==> src/rtl/crossbar_pkg.sv <==
// crossbar_pkg
//   Shared definitions for the 2x2 crossbar arbiter.
//   DATA_W_DEFAULT : default payload width.
//   CNT_W / CNT_MAX: width and saturation value of the contention counter.
//   port_idx_t     : input-port index (PORT1 = input 1, PORT2 = input 2).
package crossbar_pkg;

  localparam int DATA_W_DEFAULT = 8;
  localparam int CNT_W          = 8;
  localparam logic [CNT_W-1:0] CNT_MAX = 8'd255;

  typedef enum logic {
    PORT1 = 1'b0,
    PORT2 = 1'b1
  } port_idx_t;

endpackage

==> src/rtl/crossbar_rr_arb.sv <==
// crossbar_rr_arb
//   Two-requester arbiter for one crossbar output.
//   Optional feature macro: CROSSBAR_ARBITER_RR_EN
//     defined   : a priority pointer alternates the winner on contention.
//     undefined : no pointer, input 1 always wins contention.
// Ports
//   clk        : clock, rising edge
//   rst        : synchronous active-high reset; forces no grant
//   req[1:0]   : bit 0 = input 1 requests, bit 1 = input 2 requests
//   loadable   : the output slot can take a word this cycle
//   gnt[1:0]   : one-hot grant (bit 0 = input 1, bit 1 = input 2)
//   contention : both inputs request this output
module crossbar_rr_arb
  import crossbar_pkg::*;
(
  input  logic       clk,
  input  logic       rst,
  input  logic [1:0] req,
  input  logic       loadable,
  output logic [1:0] gnt,
  output logic       contention
);

  port_idx_t winner;

`ifdef CROSSBAR_ARBITER_RR_EN
  port_idx_t ptr_q;

  // Pointer moves to the loser only when a contended grant actually happens.
  always_ff @(posedge clk) begin
    if (rst) begin
      ptr_q <= PORT1;
    end else if (loadable && (&req)) begin
      ptr_q <= gnt[0] ? PORT2 : PORT1;
    end
  end

  assign winner = ptr_q;
`else
  logic unused_clk;

  assign unused_clk = clk;
  assign winner     = PORT1;
`endif

  always_comb begin
    gnt = 2'b00;
    if (!rst && loadable) begin
      if (&req) begin
        gnt = (winner == PORT1) ? 2'b01 : 2'b10;
      end else begin
        gnt = req;
      end
    end
  end

  assign contention = &req;

endmodule

==> src/rtl/crossbar_arbiter.sv <==
// crossbar_arbiter
//   2-input / 2-output crossbar with one-word registered output slots.
//   Optional feature macro: CROSSBAR_ARBITER_RR_EN (round-robin contention
//   pointer per output; when undefined input 1 always wins contention).
// Ports
//   clk, rst                 : clock, synchronous active-high reset
//   inX_valid/data/dest      : input word, dest 0 = output 1, 1 = output 2
//   inX_ready                : combinational accept for input X
//   outK_valid/data          : registered output slot
//   outK_ready               : consumer takes the slot word this cycle
//   selK                     : source of last word loaded (0 = in1, 1 = in2)
//   conflict_cnt             : saturating count of contention cycles
module crossbar_arbiter
  import crossbar_pkg::*;
#(
  parameter int DATA_W = DATA_W_DEFAULT
)
(
  input  logic              clk,
  input  logic              rst,
  input  logic              in1_valid,
  input  logic [DATA_W-1:0] in1_data,
  input  logic              in1_dest,
  output logic              in1_ready,
  input  logic              in2_valid,
  input  logic [DATA_W-1:0] in2_data,
  input  logic              in2_dest,
  output logic              in2_ready,
  output logic              out1_valid,
  output logic [DATA_W-1:0] out1_data,
  input  logic              out1_ready,
  output logic              out2_valid,
  output logic [DATA_W-1:0] out2_data,
  input  logic              out2_ready,
  output logic              sel1,
  output logic              sel2,
  output logic [CNT_W-1:0]  conflict_cnt
);

  function automatic logic [CNT_W-1:0] sat_inc(input logic [CNT_W-1:0] v);
    if (v == CNT_MAX) begin
      return v;
    end
    return v + 1'b1;
  endfunction

  logic [1:0]        req1, req2;
  logic [1:0]        gnt1, gnt2;
  logic              cont1, cont2;
  logic              loadable1, loadable2;
  logic              vld1_p1, vld2_p1;
  logic [DATA_W-1:0] data1_p1, data2_p1;
  port_idx_t         sel1_p1, sel2_p1;
  logic [CNT_W-1:0]  cnt_p1;

  // Stage 0: request decode and arbitration (combinational)
  assign req1 = {in2_valid && !in2_dest, in1_valid && !in1_dest};
  assign req2 = {in2_valid &&  in2_dest, in1_valid &&  in1_dest};

  assign loadable1 = !vld1_p1 || out1_ready;
  assign loadable2 = !vld2_p1 || out2_ready;

  crossbar_rr_arb u_arb1 (
    .clk        (clk),
    .rst        (rst),
    .req        (req1),
    .loadable   (loadable1),
    .gnt        (gnt1),
    .contention (cont1)
  );

  crossbar_rr_arb u_arb2 (
    .clk        (clk),
    .rst        (rst),
    .req        (req2),
    .loadable   (loadable2),
    .gnt        (gnt2),
    .contention (cont2)
  );

  assign in1_ready = in1_dest ? gnt2[0] : gnt1[0];
  assign in2_ready = in2_dest ? gnt2[1] : gnt1[1];

  // Stage 1: output slot registers
  always_ff @(posedge clk) begin
    if (rst) begin
      vld1_p1  <= 1'b0;
      data1_p1 <= '0;
      sel1_p1  <= PORT1;
    end else if (|gnt1) begin
      vld1_p1  <= 1'b1;
      data1_p1 <= gnt1[1] ? in2_data : in1_data;
      sel1_p1  <= gnt1[1] ? PORT2 : PORT1;
    end else if (out1_ready) begin
      vld1_p1  <= 1'b0;
    end
  end

  always_ff @(posedge clk) begin
    if (rst) begin
      vld2_p1  <= 1'b0;
      data2_p1 <= '0;
      sel2_p1  <= PORT1;
    end else if (|gnt2) begin
      vld2_p1  <= 1'b1;
      data2_p1 <= gnt2[1] ? in2_data : in1_data;
      sel2_p1  <= gnt2[1] ? PORT2 : PORT1;
    end else if (out2_ready) begin
      vld2_p1  <= 1'b0;
    end
  end

  // Each input targets one output, so at most one output sees contention
  // per cycle and the OR counts a cycle once.
  always_ff @(posedge clk) begin
    if (rst) begin
      cnt_p1 <= '0;
    end else if (cont1 || cont2) begin
      cnt_p1 <= sat_inc(cnt_p1);
    end
  end

  assign out1_valid   = vld1_p1;
  assign out1_data    = data1_p1;
  assign sel1         = sel1_p1;
  assign out2_valid   = vld2_p1;
  assign out2_data    = data2_p1;
  assign sel2         = sel2_p1;
  assign conflict_cnt = cnt_p1;

endmodule
==> config.mk <==
export PLATFORM = sky130hd
export DESIGN_NAME = crossbar_arbiter
export DESIGN_NICKNAME = d
export VERILOG_FILES = /design/src/rtl/crossbar_pkg.sv /design/src/rtl/crossbar_rr_arb.sv /design/src/rtl/crossbar_arbiter.sv
export SDC_FILE = /design/constraint.sdc
export NUM_CORES = 1
export LEC_CHECK = 0
export ABC_AREA = 1
export BUFFER_PORTS_ARGS = -buffer_cell sky130_fd_sc_hd__clkbuf_2
export CORE_ASPECT_RATIO = 0.75
export CORE_MARGIN = 2
export CORE_UTILIZATION = 30
export DETAILED_ROUTE_END_ITERATION = 10
export PLACE_DENSITY = 0.61
export SLEW_MARGIN = 25
export SYNTH_ARGS = -nofsm -noshare
export SYNTH_HDL_FRONTEND = slang
export SYNTH_HIERARCHICAL = 1
export SYNTH_SLANG_ARGS = --single-unit
==> constraint.sdc <==
create_clock -name clk -period 3 [get_ports clk]
set_input_delay 0.3 -clock clk [delete_from_list [all_inputs] [get_ports clk]]
set_output_delay 0.3 -clock clk [all_outputs]
set_load 0.05 [all_outputs]
==> flow_summary_export.csv <==
group,metric,value,unit
synthesis,synth_top_family_by_area,"simple AND/OR/NAND/NOR gates",
clocking,cts_buffer_depth,2,
synthesis,ys_ff_latch,28,
timing,min_period_over_period,0.644,
critical_path,max_stage_delay,0.39,ns
global_routing,grt_util_all_layers,0.139,
floorplan,die_y,63.2,µm
synthesis,synthSimpleGateAreaFrac,0.347,
global_routing,grt_max_degree,25,
critical_path,slowest_stage,"nor2_2",
global_routing,grt_pass1_vias,1270,
route,drc_errors,0,
timing,drv_slew,0,
clocking,post-cts-setup-buffers,0,
hold_path,hp-class,"primary input to flop",
route,routed_wl,3580,µm
synthesis,synth_xor_area_frac,0,
route,wl_per_cell,11.7,µm
route,vias_per_cell,4.59,
final_layout,final_common_cell,"clkbuf_2",
timing,relSlewSlack,0.522,
power_and_ir_drop,cellLeakagePower,0.000904,µW
clocking,cts.htree.levels,1,
global_routing,grt_pass1_wl,5980,µm
critical_path,path_cells,"nand2_1 -> nand2_2 -> nor2_2 -> nand2_1 -> o21ai_0 -> clkbuf_2",
floorplan,die_x,83.0,µm
placed_design,dpl.hpwl,2710,µm
global_routing,antenna_found_initial,0,
clocking,post_cts_resized,0,
critical_path,start_kind,"flop",
clocking,cts_buffers,3,
timing,fmax,518,MHz
synthesis,ys_warn_count,6,
critical_path,crit_path_end_kind,"output pin",
clocking,clk_pin_slew,0.10,ns
synthesis,synthCells,199,
clocking,root_buffer,"clkbuf_8",
synthesis,muxShareOfSynthArea,0,
route,vias,1408,
synthesis,synth_area_per_cell,7.05,µm²
power_and_ir_drop,p_per_area,514,nW/µm²
final_layout,fin_nets,276,
power_and_ir_drop,peakVddDrop,0.223,mV
placed_design,io_buffers,53,
final_layout,layout_common_cells,"53 x clkbuf_2, 44 x nor2_1, 36 x nand2_1",
route,drt-initial-drc-count,82,
timing,tns,0,ns
timing,worst_slew_pin_slew,0.716,ns
global_routing,overflow,0,
final_layout,syn_to_final_growth,26.0,%
floorplan,io_pins,54,
synthesis,synth-adder-area-share,0.00891,
final_layout,fillers,477,
synthesis,synthesis.nets,224,
job,cap_violations,0,
placed_design,place_congestion,0.846,
route,postRouteAntennaNets,0,
critical_path,crit_fanout,10,
timing,rsz0062_at_grt,"false",
status,outcome,"finished clean",
timing,hold_viol_final,0,
final_layout,num_antenna_cells,0,
critical_path,crit_arrival,1.63,ns
final_layout,final_cell_area,1770,µm²
floorplan,core,4490,µm²
critical_path,path_class,"flop to output pin",
timing,min_period,1.93,ns
floorplan,rows,21,
placed_design,dpl-instance-area,1700,µm²
synthesis,synth_area,1400,µm²
critical_path,cp_common_cell,"nand2_1",
synthesis,synth-seq-area-share,0.399,
synthesis,synth_compound_area_frac,0.143,
floorplan,initial_core_util,0.312,
floorplan,die_area,5250,µm²
final_layout,drive_above_1_share,0.312,
route,dr.pass1.iters,4,
critical_path,cp.required,2.70,ns
clocking,cts.sinks,28,
timing,setup_viol,0,
clocking,cts_hold_buf,0,
clocking,cts_tree,"built",
synthesis,yosysUniqueCellTypes,22,
timing,skew,0.00317,ns
clocking,clock_latency,0.28,ns
==> where the power goes <==
part           total (µW)  switching [µW]  internal [µW]
clock network         303             124            179
registers             409            14.3            394
logic                 199             148           50.2
==> state kept, by name, indices dropped and copies added, names as in the netlist <==
name          cells
out2_valid        1
out1_valid        1
sel1              1
out2_data         8
sel2              1
out1_data         8
conflict_cnt      8
==> worst paths after layout <==
| kind | slack [ns] | depth (start not counted) | from | to |
|---|---|---|---|---|
| max | 1.07 | 6 | out2_valid$_SDFFE_PP0P_ | in2_ready |
| min | 0.27 | 3 | in1_data[3] | out1_data[3]$_SDFFE_PP0P_ |
| max reg2reg | 1.27 | 7 | out2_valid$_SDFFE_PP0P_ | out2_data[2]$_SDFFE_PP0P_ |
| min reg2reg | 0.48 | 2 | sel1$_SDFFE_PP0P_ | sel1$_SDFFE_PP0P_ |
==> critical path, delay by kind of cell, from the launching register on <==
| family | cells | cell delay [ns] |
|---|---|---|
| compound gates | 1 | 0.09 |
| buf+inv | 1 | 0.30 |
| flops | 1 | 0.32 |
| simple gates | 4 | 0.65 |
==> cell families (layout without fill, tap and decap cells) <==
group,after synthesis,after routing
DFF,28,28
AOI/OAI and AO/OA,27,27
and+or+nand+nor,110,110
adders and majority gates,1,1
buffers and inverters,33,84
==> layout make-up <==
type / instances / area, µm² / share of cell area
well taps: 57 / 71.3 / 0.0403
repair buffers: 53 / 265 / 0.150
clock inverters: 1 / 30.0 / 0.0170
flip-flops and latches: 28 / 561 / 0.317
clock buffers: 3 / 41.3 / 0.0233
inverters: 27 / 101 / 0.0573
multi-input cells: 138 / 699 / 0.395
==> layer usage <==
metal	routed length, µm	vias to the layer above	track usage	part of all wire
met1	1840	624	0.204	0.51
met4	21	0	0.0246	0.0059
met2	1520	34	0.208	0.43
met5	0	-	0	0
met3	198	2	0.0341	0.055
li1	-	748	-	-
==> stage by stage <==
| stage | total power (µW) | instances | util | setup slack (ns) | hold WS [ns] |
|---|---|---|---|---|---|
| 6_report | 910 | 307 | 0.394 | 1.07 | 0.267 |
| 3_3_place_gp | 616 | 303 | 0.378 | 1.12 | 0.455 |
| 5_1_grt | 953 | 307 | 0.394 | 0.891 | 0.272 |
| 3_5_place_dp | 617 | 303 | 0.378 | 1.17 | 0.466 |
| 4_1_cts | 920 | 307 | 0.394 | 1.04 | 0.263 |
| 2_1_floorplan | 561 | 199 | - | 0.591 | 0.369 |
==> cell usage after synthesis <==
cell type  number  area, µm²
buf_2           2       10.0
nand2_4         1       11.3
a31oi_1         2       12.5
inv_1          21       78.8
buf_4           2       15.0
nand2_2         7       43.8
a21oi_1         5       25.0
o21ai_0         3       15.0
dfxtp_1        28        561
o21bai_1        1       7.51
nand3_1         6       30.0
nor2_4          2       22.5
clkbuf_8        1       13.8
nand3b_1        1       7.51
nor2_1         44        165
inv_2           6       22.5
nor2_2          5       31.3
nor3_1          8       40.0
clkbuf_1        1       3.75
ha_1            1       12.5
o221ai_1       16        140
nand2_1        36        135
(Power assumes the default switching activity.)
